[config.mk]
export PLATFORM = sky130hd
export DESIGN_NAME = bsg_dmc_ui_trace_driver
export DESIGN_NICKNAME = d
export VERILOG_FILES = /design/src/rtl/bsg_dmc_pearl_pkg.sv /design/src/rtl/bsg_dmc_pkg.sv /design/src/rtl/bsg_fifo_1r1w_small.sv /design/src/rtl/bsg_dmc_ui_trace_driver.sv
export SDC_FILE = /design/constraint.sdc
export NUM_CORES = 1
export LEC_CHECK = 0
export ABC_AREA = 0
export ABC_CLOCK_PERIOD_IN_PS = 3700
export CORE_ASPECT_RATIO = 0.6
export CORE_MARGIN = 2
export CORE_UTILIZATION = 45
export DETAILED_ROUTE_END_ITERATION = 8
export PLACE_DENSITY = 0.67
export SYNTH_ARGS = -nofsm -noshare
export SYNTH_HDL_FRONTEND = slang
export SYNTH_HIERARCHICAL = 1
export SYNTH_SLANG_ARGS = --single-unit
[constraint.sdc]
create_clock -name ui_clk_i -period 3.7 [get_ports ui_clk_i]
set_clock_uncertainty 0.1 [all_clocks]
set_input_delay 0.37 -clock ui_clk_i [delete_from_list [all_inputs] [get_ports ui_clk_i]]
set_output_delay 0.37 -clock ui_clk_i [all_outputs]
set_load 0.02 [all_outputs]
[src/rtl/bsg_dmc_pearl_pkg.sv]
`default_nettype none
// ============================================================================
// Module      : bsg_dmc_pearl_pkg
// Description : Trace-entry types for the DMC UI trace driver.
// Revision    : 1.0 - initial release
// ============================================================================
package bsg_dmc_pearl_pkg;

    typedef enum logic [1:0] {
        TRACE_CMD_WR = 2'd0,
        TRACE_CMD_RD = 2'd1,
        TRACE_DATA   = 2'd2
    } trace_op_e;

    localparam int C_TRACE_ADDR_WIDTH = 28;
    localparam int C_TRACE_DATA_WIDTH = 32;

    // Entry layout for the default UI geometry; other widths slice the same {op, addr, data} order.
    typedef struct packed {
        trace_op_e                      op;
        logic [C_TRACE_ADDR_WIDTH-1:0]  addr;
        logic [C_TRACE_DATA_WIDTH-1:0]  data;
    } trace_entry_s;

endpackage
`default_nettype wire

[src/rtl/bsg_dmc_pkg.sv]
`default_nettype none
// ============================================================================
// Module      : bsg_dmc_pkg
// Description : Shared DMC user-interface types (app_cmd encoding).
// Revision    : 1.0 - initial release
// ============================================================================
package bsg_dmc_pkg;

    typedef enum logic [2:0] {
        APP_CMD_WR = 3'b000,
        APP_CMD_RD = 3'b001
    } app_cmd_e;

endpackage
`default_nettype wire

[src/rtl/bsg_fifo_1r1w_small.sv]
`default_nettype none
// ============================================================================
// Module      : bsg_fifo_1r1w_small
// Description : Small register FIFO, ready-then-valid input, valid/yumi output.
// Revision    : 1.0 - initial release
// ============================================================================
module bsg_fifo_1r1w_small #(
    parameter int WIDTH = 32,
    parameter int ELS   = 16
) (
    input  logic             i_clk,
    input  logic             i_rst_n,
    input  logic             i_v,
    input  logic [WIDTH-1:0] i_data,
    output logic             o_ready,
    output logic             o_v,
    output logic [WIDTH-1:0] o_data,
    input  logic             i_yumi
);

    localparam int c_ptr_w = (ELS > 1) ? $clog2(ELS) : 1;
    localparam int c_cnt_w = $clog2(ELS + 1);
    localparam logic [c_ptr_w-1:0] c_last_ptr = c_ptr_w'(ELS - 1);
    localparam logic [c_cnt_w-1:0] c_full_cnt = c_cnt_w'(ELS);

    logic [WIDTH-1:0]   r_mem [ELS];
    logic [c_ptr_w-1:0] r_rd_ptr;
    logic [c_ptr_w-1:0] r_wr_ptr;
    logic [c_cnt_w-1:0] r_count;
    logic               w_push;
    logic               w_pop;

    // A pop frees the slot in the same cycle, so a full FIFO can still take a push.
    assign o_ready = (r_count != c_full_cnt) | i_yumi;
    assign o_v     = (r_count != '0);
    assign o_data  = r_mem[r_rd_ptr];
    assign w_push  = i_v & o_ready;
    assign w_pop   = i_yumi & o_v;

    always_ff @(posedge i_clk or negedge i_rst_n) begin
        if (!i_rst_n) begin
            r_rd_ptr <= '0;
            r_wr_ptr <= '0;
            r_count  <= '0;
        end else begin
            if (w_push) r_wr_ptr <= (r_wr_ptr == c_last_ptr) ? '0 : r_wr_ptr + c_ptr_w'(1);
            if (w_pop)  r_rd_ptr <= (r_rd_ptr == c_last_ptr) ? '0 : r_rd_ptr + c_ptr_w'(1);
            r_count <= r_count + c_cnt_w'(w_push) - c_cnt_w'(w_pop);
        end
    end

    always_ff @(posedge i_clk) begin
        if (w_push) r_mem[r_wr_ptr] <= i_data;
    end

endmodule
`default_nettype wire

[src/rtl/bsg_dmc_ui_trace_driver.sv]
`default_nettype none
// ============================================================================
// Module      : bsg_dmc_ui_trace_driver
// Description : Replays trace entries onto the DMC app_* UI; buffers read returns.
// Revision    : 1.0 - initial release
// ============================================================================
module bsg_dmc_ui_trace_driver
    import bsg_dmc_pkg::*;
    import bsg_dmc_pearl_pkg::*;
#(
    parameter int UI_ADDR_WIDTH = 28,
    parameter int UI_DATA_WIDTH = 32,
    parameter int UI_BURST_LEN  = 8,
    parameter int RFIFO_ELS     = 16
) (
    input  logic                          ui_clk_i,
    input  logic                          ui_reset_n_i,
    input  logic                          init_calib_complete_i,
    input  logic                          trace_v_i,
    input  logic [2+UI_ADDR_WIDTH+UI_DATA_WIDTH-1:0] trace_data_i,
    output logic                          trace_ready_o,
    output logic [UI_ADDR_WIDTH-1:0]      app_addr_o,
    output logic [2:0]                    app_cmd_o,
    output logic                          app_en_o,
    input  logic                          app_rdy_i,
    output logic                          app_wdf_wren_o,
    output logic [UI_DATA_WIDTH-1:0]      app_wdf_data_o,
    output logic [(UI_DATA_WIDTH>>3)-1:0] app_wdf_mask_o,
    output logic                          app_wdf_end_o,
    input  logic                          app_wdf_rdy_i,
    input  logic                          app_rd_data_valid_i,
    input  logic [UI_DATA_WIDTH-1:0]      app_rd_data_i,
    input  logic                          app_rd_data_end_i,
    output logic                          rd_v_o,
    output logic [UI_DATA_WIDTH-1:0]      rd_data_o,
    input  logic                          rd_yumi_i,
    output logic [2:0]                    err_o
);

    localparam int c_trace_w = 2 + UI_ADDR_WIDTH + UI_DATA_WIDTH;
    localparam int c_beat_w  = (UI_BURST_LEN > 1) ? $clog2(UI_BURST_LEN) : 1;
    localparam int c_cred_w  = $clog2(RFIFO_ELS + 1);
    localparam logic [c_beat_w-1:0] c_last_beat  = c_beat_w'(UI_BURST_LEN - 1);
    localparam logic [c_cred_w-1:0] c_burst_cred = c_cred_w'(UI_BURST_LEN);
    localparam logic [c_cred_w-1:0] c_full_cred  = c_cred_w'(RFIFO_ELS);

    localparam logic [1:0] S_IDLE  = 2'd0;
    localparam logic [1:0] S_CMD   = 2'd1;
    localparam logic [1:0] S_WDATA = 2'd2;

    if (RFIFO_ELS < UI_BURST_LEN) begin : g_els_check
        $error("RFIFO_ELS must be >= UI_BURST_LEN");
    end

    logic [1:0]               r_state;
    logic [1:0]               w_state_nxt;
    logic                     r_live;
    logic [UI_ADDR_WIDTH-1:0] r_addr;
    logic                     r_cmd_rd;
    logic [c_cred_w-1:0]      r_credits;
    logic                     r_wren;
    logic                     r_wend;
    logic [UI_DATA_WIDTH-1:0] r_wdata;
    logic [c_beat_w-1:0]      r_beat_cnt;
    logic [c_beat_w-1:0]      r_rd_cnt;
    logic [2:0]               r_err;

    logic [1:0]               w_op;
    logic [UI_ADDR_WIDTH-1:0] w_addr;
    logic [UI_DATA_WIDTH-1:0] w_data;
    logic                     w_trace_fire, w_is_cmd, w_is_data;
    logic                     w_cmd_fire, w_wdf_fire, w_beat_load, w_proto_err, w_rd_grant;
    logic                     w_fifo_ready;

    assign w_op   = trace_data_i[c_trace_w-1 -: 2];
    assign w_addr = trace_data_i[UI_DATA_WIDTH +: UI_ADDR_WIDTH];
    assign w_data = trace_data_i[UI_DATA_WIDTH-1:0];

    assign w_trace_fire = trace_v_i & trace_ready_o;
    assign w_is_cmd     = (w_op == TRACE_CMD_WR) | (w_op == TRACE_CMD_RD);
    assign w_is_data    = (w_op == TRACE_DATA);
    assign w_cmd_fire   = app_en_o & app_rdy_i;
    assign w_wdf_fire   = r_wren & app_wdf_rdy_i;
    assign w_beat_load  = w_trace_fire & (r_state == S_WDATA) & w_is_data;
    assign w_rd_grant   = w_cmd_fire & r_cmd_rd;
    assign w_proto_err  = w_trace_fire & (((r_state == S_IDLE) & ~w_is_cmd) |
                                          ((r_state == S_WDATA) & ~w_is_data));

    always_ff @(posedge ui_clk_i or negedge ui_reset_n_i) begin
        if (!ui_reset_n_i) r_state <= S_IDLE;
        else               r_state <= w_state_nxt;
    end

    always_comb begin
        w_state_nxt = r_state;
        case (r_state)
            S_IDLE:  if (w_trace_fire & w_is_cmd) w_state_nxt = S_CMD;
            S_CMD:   if (w_cmd_fire) w_state_nxt = r_cmd_rd ? S_IDLE : S_WDATA;
            S_WDATA: if (w_wdf_fire & r_wend) w_state_nxt = S_IDLE;
            default: w_state_nxt = S_IDLE;
        endcase
    end

    // Once the end beat sits in the output register no further entry is taken.
    always_comb begin
        trace_ready_o = 1'b0;
        app_en_o      = 1'b0;
        case (r_state)
            S_IDLE:  trace_ready_o = init_calib_complete_i & r_live;
            S_CMD:   app_en_o      = ~r_cmd_rd | (r_credits >= c_burst_cred);
            S_WDATA: trace_ready_o = (~r_wren | app_wdf_rdy_i) & ~r_wend;
            default: trace_ready_o = 1'b0;
        endcase
    end

    always_ff @(posedge ui_clk_i or negedge ui_reset_n_i) begin
        if (!ui_reset_n_i) begin
            r_live     <= 1'b0;
            r_addr     <= '0;
            r_cmd_rd   <= 1'b0;
            r_credits  <= c_full_cred;
            r_wren     <= 1'b0;
            r_wend     <= 1'b0;
            r_wdata    <= '0;
            r_beat_cnt <= '0;
            r_rd_cnt   <= '0;
            r_err      <= '0;
        end else begin
            r_live <= 1'b1;
            if ((r_state == S_IDLE) && w_trace_fire && w_is_cmd) begin
                r_addr     <= w_addr;
                r_cmd_rd   <= (w_op == TRACE_CMD_RD);
                r_beat_cnt <= '0;
            end
            if (w_beat_load) begin
                r_wren     <= 1'b1;
                r_wdata    <= w_data;
                r_wend     <= (r_beat_cnt == c_last_beat);
                r_beat_cnt <= (r_beat_cnt == c_last_beat) ? '0 : r_beat_cnt + c_beat_w'(1);
            end else if (w_wdf_fire) begin
                r_wren <= 1'b0;
                r_wend <= 1'b0;
            end
            // Credits track free FIFO slots not yet promised to an issued read.
            r_credits <= r_credits + c_cred_w'(rd_yumi_i) - (w_rd_grant ? c_burst_cred : '0);
            if (app_rd_data_valid_i) begin
                r_rd_cnt <= (r_rd_cnt == c_last_beat) ? '0 : r_rd_cnt + c_beat_w'(1);
                if (app_rd_data_end_i != (r_rd_cnt == c_last_beat)) r_err[1] <= 1'b1;
                if (!w_fifo_ready) r_err[2] <= 1'b1;
            end
            if (w_proto_err) r_err[0] <= 1'b1;
        end
    end

    bsg_fifo_1r1w_small #(
        .WIDTH (UI_DATA_WIDTH),
        .ELS   (RFIFO_ELS)
    ) u_rfifo (
        .i_clk   (ui_clk_i),
        .i_rst_n (ui_reset_n_i),
        .i_v     (app_rd_data_valid_i),
        .i_data  (app_rd_data_i),
        .o_ready (w_fifo_ready),
        .o_v     (rd_v_o),
        .o_data  (rd_data_o),
        .i_yumi  (rd_yumi_i)
    );

    assign app_addr_o     = r_addr;
    assign app_cmd_o      = r_cmd_rd ? APP_CMD_RD : APP_CMD_WR;
    assign app_wdf_wren_o = r_wren;
    assign app_wdf_data_o = r_wdata;
    assign app_wdf_mask_o = '0;
    assign app_wdf_end_o  = r_wend;
    assign err_o          = r_err;

endmodule
`default_nettype wire

=== After elaboration in Yosys (flattened, before gate mapping) ===
Memory sizes are Yosys's and may differ from the RTL's.
Cells that the tools add are included.

* $add $sub $neg: 8
* $mul: 0
* Divide/modulo/power cells: 0
* Order comparisons: 1
* Equality and inequality tests: 13
* Shift-type cells: 0
* Mux-type cells: 20
* Bitwise logic cells: 26
* Reduce and logical (&&, ||, !) cells: 10

{| class="wikitable"
|+ Operators by type and width
! operator !! number
|-
| $and 1x1->1 || 15
|-
| $mux 3 || 4
|-
| $mux 4 || 3
|-
| $add 5x1->5 || 2
|-
| $add 4x1->4 const B || 2
|-
| $eq 4x4->1 const B || 2
|-
| $mux 2 || 4
|-
| $mux 1 || 7
|-
| $add 3x1->3 const B || 2
|-
| $eq 3x3->1 const B || 2
|-
| $not 1->1 || 6
|-
| $pmux 2 s3 || 1
|-
| $ge 5x4->1 const B || 1
|-
| $ne 5x5->1 const B || 1
|-
| $or 1x1->1 || 5
|-
| $reduce_bool 5->1 || 1
|-
| $sub 5x1->5 || 1
|-
| $sub 5x4->5 || 1
|-
| $eq 2x1->1 const B || 2
|-
| $eq 2x2->1 const B || 2
|-
| $logic_not 2->1 || 2
|-
| $ne 2x1->1 const B || 2
|-
| $reduce_and 2->1 || 2
|-
| $reduce_bool 2->1 || 2
|-
| 5 further kinds || 6
|}

* Flip-flop bits (word level): 93
* Latch bits: 0
* RAM bits: 512
* ROM bits: 0
* Input bits: 103
* Output and inout bits: 107
* Word-level logic and storage cells: 95
* Memories: 1

{| class="wikitable"
|+ Memories
! memory !! words !! bits a word !! read ports !! clocked after Yosys merged registers in !! wr ports !! line !! RTL
|-
| u_rfifo.r_mem || 16 || 32 || 1 || 0 || 1 || bsg_fifo_1r1w_small.sv:26 || <nowiki>logic [WIDTH-1:0] r_mem [ELS];</nowiki>
|}

=== Logic depth before layout (Yosys ltp) ===
* Depth in word-level cells: 9
* Gate-level depth with buffers: 14
* Gate-level depth less buffers: 14

=== Hierarchy ===
The synthesis kept the hierarchy.

{| class="wikitable"
|+ By module, submodules not included
! module !! times used !! cells an instance !! area an instance (um2) !! sequential area each (um2)
|-
| bsg_fifo_1r1w_small || 1 || 881 || 20025.5 || 15700.1
|-
| bsg_dmc_ui_trace_driver || 1 || 227 || 3595.9 || 2003.2
|}

=== Worst setup path after synthesis ===
OpenSTA, ideal clock, no wires.

* Path type: reg2reg
* Start: reg u_rfifo.r_count[2]
* End: mem u_rfifo.r_mem[3][0] (enable)
* Library setup time: 461 ps
* Arrival: 3363 ps
* Required time: 3139 ps
* Path slack: -225 ps
* Stages on the path, launching flop included: 7
* Path buffers: 0
* Clock period less this slack: 3925 ps
* Path through: dfrtp_1 -> inv_1 -> ha_1 -> or3b_2 -> o21a_1 -> nand2_1 -> nor3_1

* Longest elaborated chain between the ends: 5

{| class="wikitable"
|+ Ends and longest elaborated chain
! what !! line !! RTL
|-
| from (decl) || bsg_fifo_1r1w_small.sv:29 || <nowiki>logic [c_cnt_w-1:0] r_count;</nowiki>
|-
| from (signal assigned) || bsg_fifo_1r1w_small.sv:48 || <nowiki>r_count <= r_count + c_cnt_w'(w_push) - c_cnt_w'(w_pop);</nowiki>
|-
| $ne 5x5->1 || bsg_fifo_1r1w_small.sv:34 || <nowiki>assign o_ready = (r_count != c_full_cnt) | i_yumi;</nowiki>
|-
| $or 1x1->1 || bsg_fifo_1r1w_small.sv:34 ||
|-
| $and 1x1->1 || bsg_fifo_1r1w_small.sv:37 || <nowiki>assign w_push = i_v & o_ready;</nowiki>
|-
| $mux 1 || bsg_fifo_1r1w_small.sv:53 || <nowiki>if (w_push) r_mem[r_wr_ptr] <= i_data;</nowiki>
|-
| $mux 1 (implied by the code) || bsg_fifo_1r1w_small.sv:53 ||
|-
| to (decl) || bsg_fifo_1r1w_small.sv:26 ||
|}

No other way between the ends.

=== Worst setup path after layout ===
* Start: reg u_rfifo.r_rd_ptr[2]
* End: out rd_data_o[20]

* Longest elaborated chain between the ends: 1

{| class="wikitable"
|+ Ends and longest elaborated chain
! what !! line !! RTL
|-
| from (decl) || bsg_fifo_1r1w_small.sv:27 || <nowiki>logic [c_ptr_w-1:0] r_rd_ptr;</nowiki>
|-
| from (signal assigned) || bsg_fifo_1r1w_small.sv:47 || <nowiki>if (w_pop) r_rd_ptr <= (r_rd_ptr == c_last_ptr) ? '0 : r_rd_ptr + c_ptr_w'(1);</nowiki>
|-
| $mem_v2 16x32 || - ||
|-
| to (decl) || bsg_dmc_ui_trace_driver.sv:35 || <nowiki>output logic [UI_DATA_WIDTH-1:0] rd_data_o,</nowiki>
|}

No other way between the ends.

==> flow_summary.toml <==
[die]
die-height_um = 181
design.die.area_mm2 = 0.0544
fp.coreArea_mm2 = 0.0514
placement_rows = 64
die_w_um = 300
io_pins = 210
starting_density_of_the_core = 0.459

[critical_path]
crit_required_ps = 3230
cpPeakStageDelay_ps = 760
path_class = "register to output port"
timing.critical_path.from_type = "register"
regToRegEndpoint = "u_rfifo/r_count[4]$_DFF_PN0_"
timing.critical_path.fanout_max = 33
timing.rr.start = "u_rfifo/r_count[3]$_DFF_PN0_"
worstPathArrival_ps = 3060
register_to_register_setup_slack_ps = 670
crit_path_top_delay_cell = "sky130_fd_sc_hd__dfrtp_4"
critical_path.cell_chain = "or2_2 > buf_4 > o22ai_1 > nor2_1 > clkdlybuf4s50_1"
ff2ff_path_depth = 14
capturing_element_type_of_the_critical_path = "output port"

[synthesis]
synth_async_sr_flop_share = 0.154
muxShareOfSynthArea = 0.164
post_synth_fa_ha_maj_area_fraction = 0.0125
post_synth_main_area_contributors = "sky130_fd_sc_hd__edfxtp_1 (65%), sky130_fd_sc_hd__mux4_2 (10%), sky130_fd_sc_hd__dfrtp_1 (9.7%)"
synth_xor_area_frac = 0.00408
synthesis.area_mm2 = 0.0236
synthDominantAreaCellType = "sky130_fd_sc_hd__edfxtp_1"
synth_compound_area_frac = 0.0256
main_combinational_cell_family_by_area_after_synthesis = "multiplexers"
syn_avg_cell_area_um2 = 21.3
synthSimpleGateAreaFrac = 0.0216
yosysTopAreaCellShare = 0.651
synth_sequential_area_ratio = 0.749
synth_ff_type = "sky130_fd_sc_hd__edfxtp_1"
synthMostInstantiatedCell = "sky130_fd_sc_hd__edfxtp_1"
synth_top_cells_by_count = "sky130_fd_sc_hd__edfxtp_1 (512), sky130_fd_sc_hd__mux4_2 (110), sky130_fd_sc_hd__dfrtp_1 (92), sky130_fd_sc_hd__o22ai_1 (64), sky130_fd_sc_hd__mux2_4 (53)"
postSynthCellCount = 1108
synth_enable_flop_cells = 512
yosys_warnings = 6
cell_variety_after_synth = 51
ys_ff_latch = 605

[timing]
slew_viol_final = 0
fin_setup_tns_ps = 0
relSlewSlack = 0.265
post-route-period-util = 0.953
hold_violations = 0
rsz0062_at_grt = "no"
fmax_mhz = 284
transition_at_the_pin_with_the_smallest_max_transition_slack_ps = 1100
setup_violations = 0
finalWorstSetupSlack_ps = 173
fin_crit_ps = 3530

[layout]
fillCellCount = 3870
final_nets = 1477
synthToLayoutAreaGrowth_pct = 20.9
final_cell_area_mm2 = 0.0285
final_layout_size_suffix_gt1_frac = 0.239

[min_path]
worst_hold_path_type = "input pin to async pin"

[place]
pre_cts_ws_ps = 666
final_hpwl_dp_mm = 30.1
placedInstanceArea_mm2 = 0.0267
buffer_ports.inserted = 203
finalWeightedCongestion = 0.722

[pwr]
power_share_of_the_sequential_group = 0.403
power_density_mw_per_mm2 = 782
netSwitchingFraction = 0.308
internal_power_mw = 15.4
power.clock.fraction = 0.254
power_frac_comb = 0.343
irDropWorstVdd_uv = 443
power.leakage_nw = 9.82
p_sw_mw = 6.88

[cts]
worst_setup_hold_path_clk_slew_ps = 70
cts_sinks = 605
max-clock-path-buffers = 3
cts_root_buf = "sky130_fd_sc_hd__clkbuf_16"
total_clock_buffers_created_by_cts = 54
cts_tree = "built"
htreeDepth = 2
worstSkewPairLatency_ps = 580
cts_resized = 0

[grt]
via_count_of_the_first_global_routing_pass = 12000
maximum_number_of_pins_on_one_net_before_global_route_repair = 48
antenna_found_initial = 2
grt.total_usage = 0.191
grt_first_pass_wirelength_mm = 77.5
gr-total-overflow = 0

[drt]
wl_per_cell_um = 24.5
drt-initial-drc-count = 1022
postRouteWirelength_mm = 51.3
drt-pass1-iter-count = 5
dr_total_vias = 11500
ant_nets = 0
vias_per_cell = 5.51
post-route-drc-count = 0

[status]
outcome = "completed"

[job]
timing.max_cap.violations = 0
-- worst max path at each step --
stage	from	endpoint	depth (start not counted)
after CTS	u_rfifo/r_rd_ptr[2]$_DFFE_PN0P_	rd_data_o[20]	5
after detailed placement	u_rfifo/r_rd_ptr[0]$_DFFE_PN0P_	rd_data_o[20]	5
after global placement	app_rd_data_valid_i	u_rfifo/r_count[4]$_DFF_PN0_	12
final	u_rfifo/r_rd_ptr[2]$_DFFE_PN0P_	rd_data_o[20]	5
after global routing	u_rfifo/r_rd_ptr[1]$_DFFE_PN0P_	rd_data_o[15]	6
after floorplan	u_rfifo/r_count[2]$_DFF_PN0_	u_rfifo/r_mem[15][0]$_DFFE_PP_	6
-- power groups by stage --
stage | Sequential, mW | Combinational [mW] | Clock [mW]
floorplan | 9.24 | 4.51 | 0
global placement | 9.12 | 7.60 | 0
detailed placement | 9.16 | 7.66 | 0
CTS | 9.00 | 7.76 | 5.82
global route | 9.10 | 8.18 | 6.10
finish | 8.99 | 7.65 | 5.68
-- metrics by stage --
stage	hold slack (ps)	instances	util	power (mW)
after floorplan	-25.6	1113	-	13.8
after global placement	325	1986	0.520	16.7
after detailed placement	336	1986	0.520	16.8
after CTS	240	2089	0.555	22.6
after global routing	272	2091	0.555	23.4
final	274	2091	0.555	22.3
-- final cells by class --
class / count / area, um^2 / share of cell area
flip-flops and latches: 605 / 17700 / 0.621
multi-input cells: 426 / 5560 / 0.195
repair buffers: 245 / 2540 / 0.0891
clock buffers: 75 / 1490 / 0.0522
well taps: 693 / 867 / 0.0304
clock inverters: 26 / 297 / 0.0104
inverters: 19 / 71.3 / 0.00250
diodes: 2 / 5.00 / 0.000175
-- worst max-delay path: cells and delay by family (launching register included) --
family / cells / cell delay (ps)
AOI/OAI and AO/OA: 1 / 150
buffers and inverters: 2 / 1000
DFF: 1 / 760
and+or+nand+nor: 2 / 540
-- layout by cell type (no fill, tap or decap), drive strengths merged, types with 2 or more instances in the layout --
cell type,n
a21o,4
a21oi,4
a31o,3
a31oi,2
buf,42
bufinv,6
clkbuf,75
clkdlybuf4s50,202
clkinv,15
clkinvlp,3
conb,7
dfrtp,92
diode,2
edfxtp,512
ha,22
inv,21
mux2,65
mux4,128
nand2,13
nand2b,12
nand3,4
nand3b,2
nor2,50
nor3,4
nor4b,2
o21a,2
o21ai,7
o21bai,3
o22ai,64
or2,2
or3,2
xnor2,7
xor2,4
-- registers in the layout, summed over array words and instances (netlist names) --
signal	flops
u_rfifo/r_mem	512
app_wdf_data_o	32
app_addr_o	28
r_credits	5
u_rfifo/r_count	5
u_rfifo/r_rd_ptr	4
u_rfifo/r_wr_ptr	4
err_o	3
r_beat_cnt	3
r_rd_cnt	3
r_state	2
app_wdf_end_o	1
app_wdf_wren_o	1
r_cmd_rd	1
r_live	1
-- kinds of logic after synthesis --
logic type | count (synthesis)
muxes | 193
and+or+nand+nor | 98
xor gates and xnor gates | 11
other | 2
DFF | 605
AOI/OAI and AO/OA | 94
adders and majority gates | 23
buffers and inverters | 82
-- routing by layer --
metal | track usage | routed length, um
met1 | 0.285 | 23300
met2 | 0.296 | 24100
met3 | 0.0330 | 2910
met4 | 0.0458 | 976
met5 | 0 | 0
-- timing repair --
item                                   in CTS  in global routing
hold buffers                                1                  0
endpoints found under the hold margin      45                  0
setup buffers                               1                  0
setup endpoints to repair                   1                  0
(Power assumes the default switching activity.)
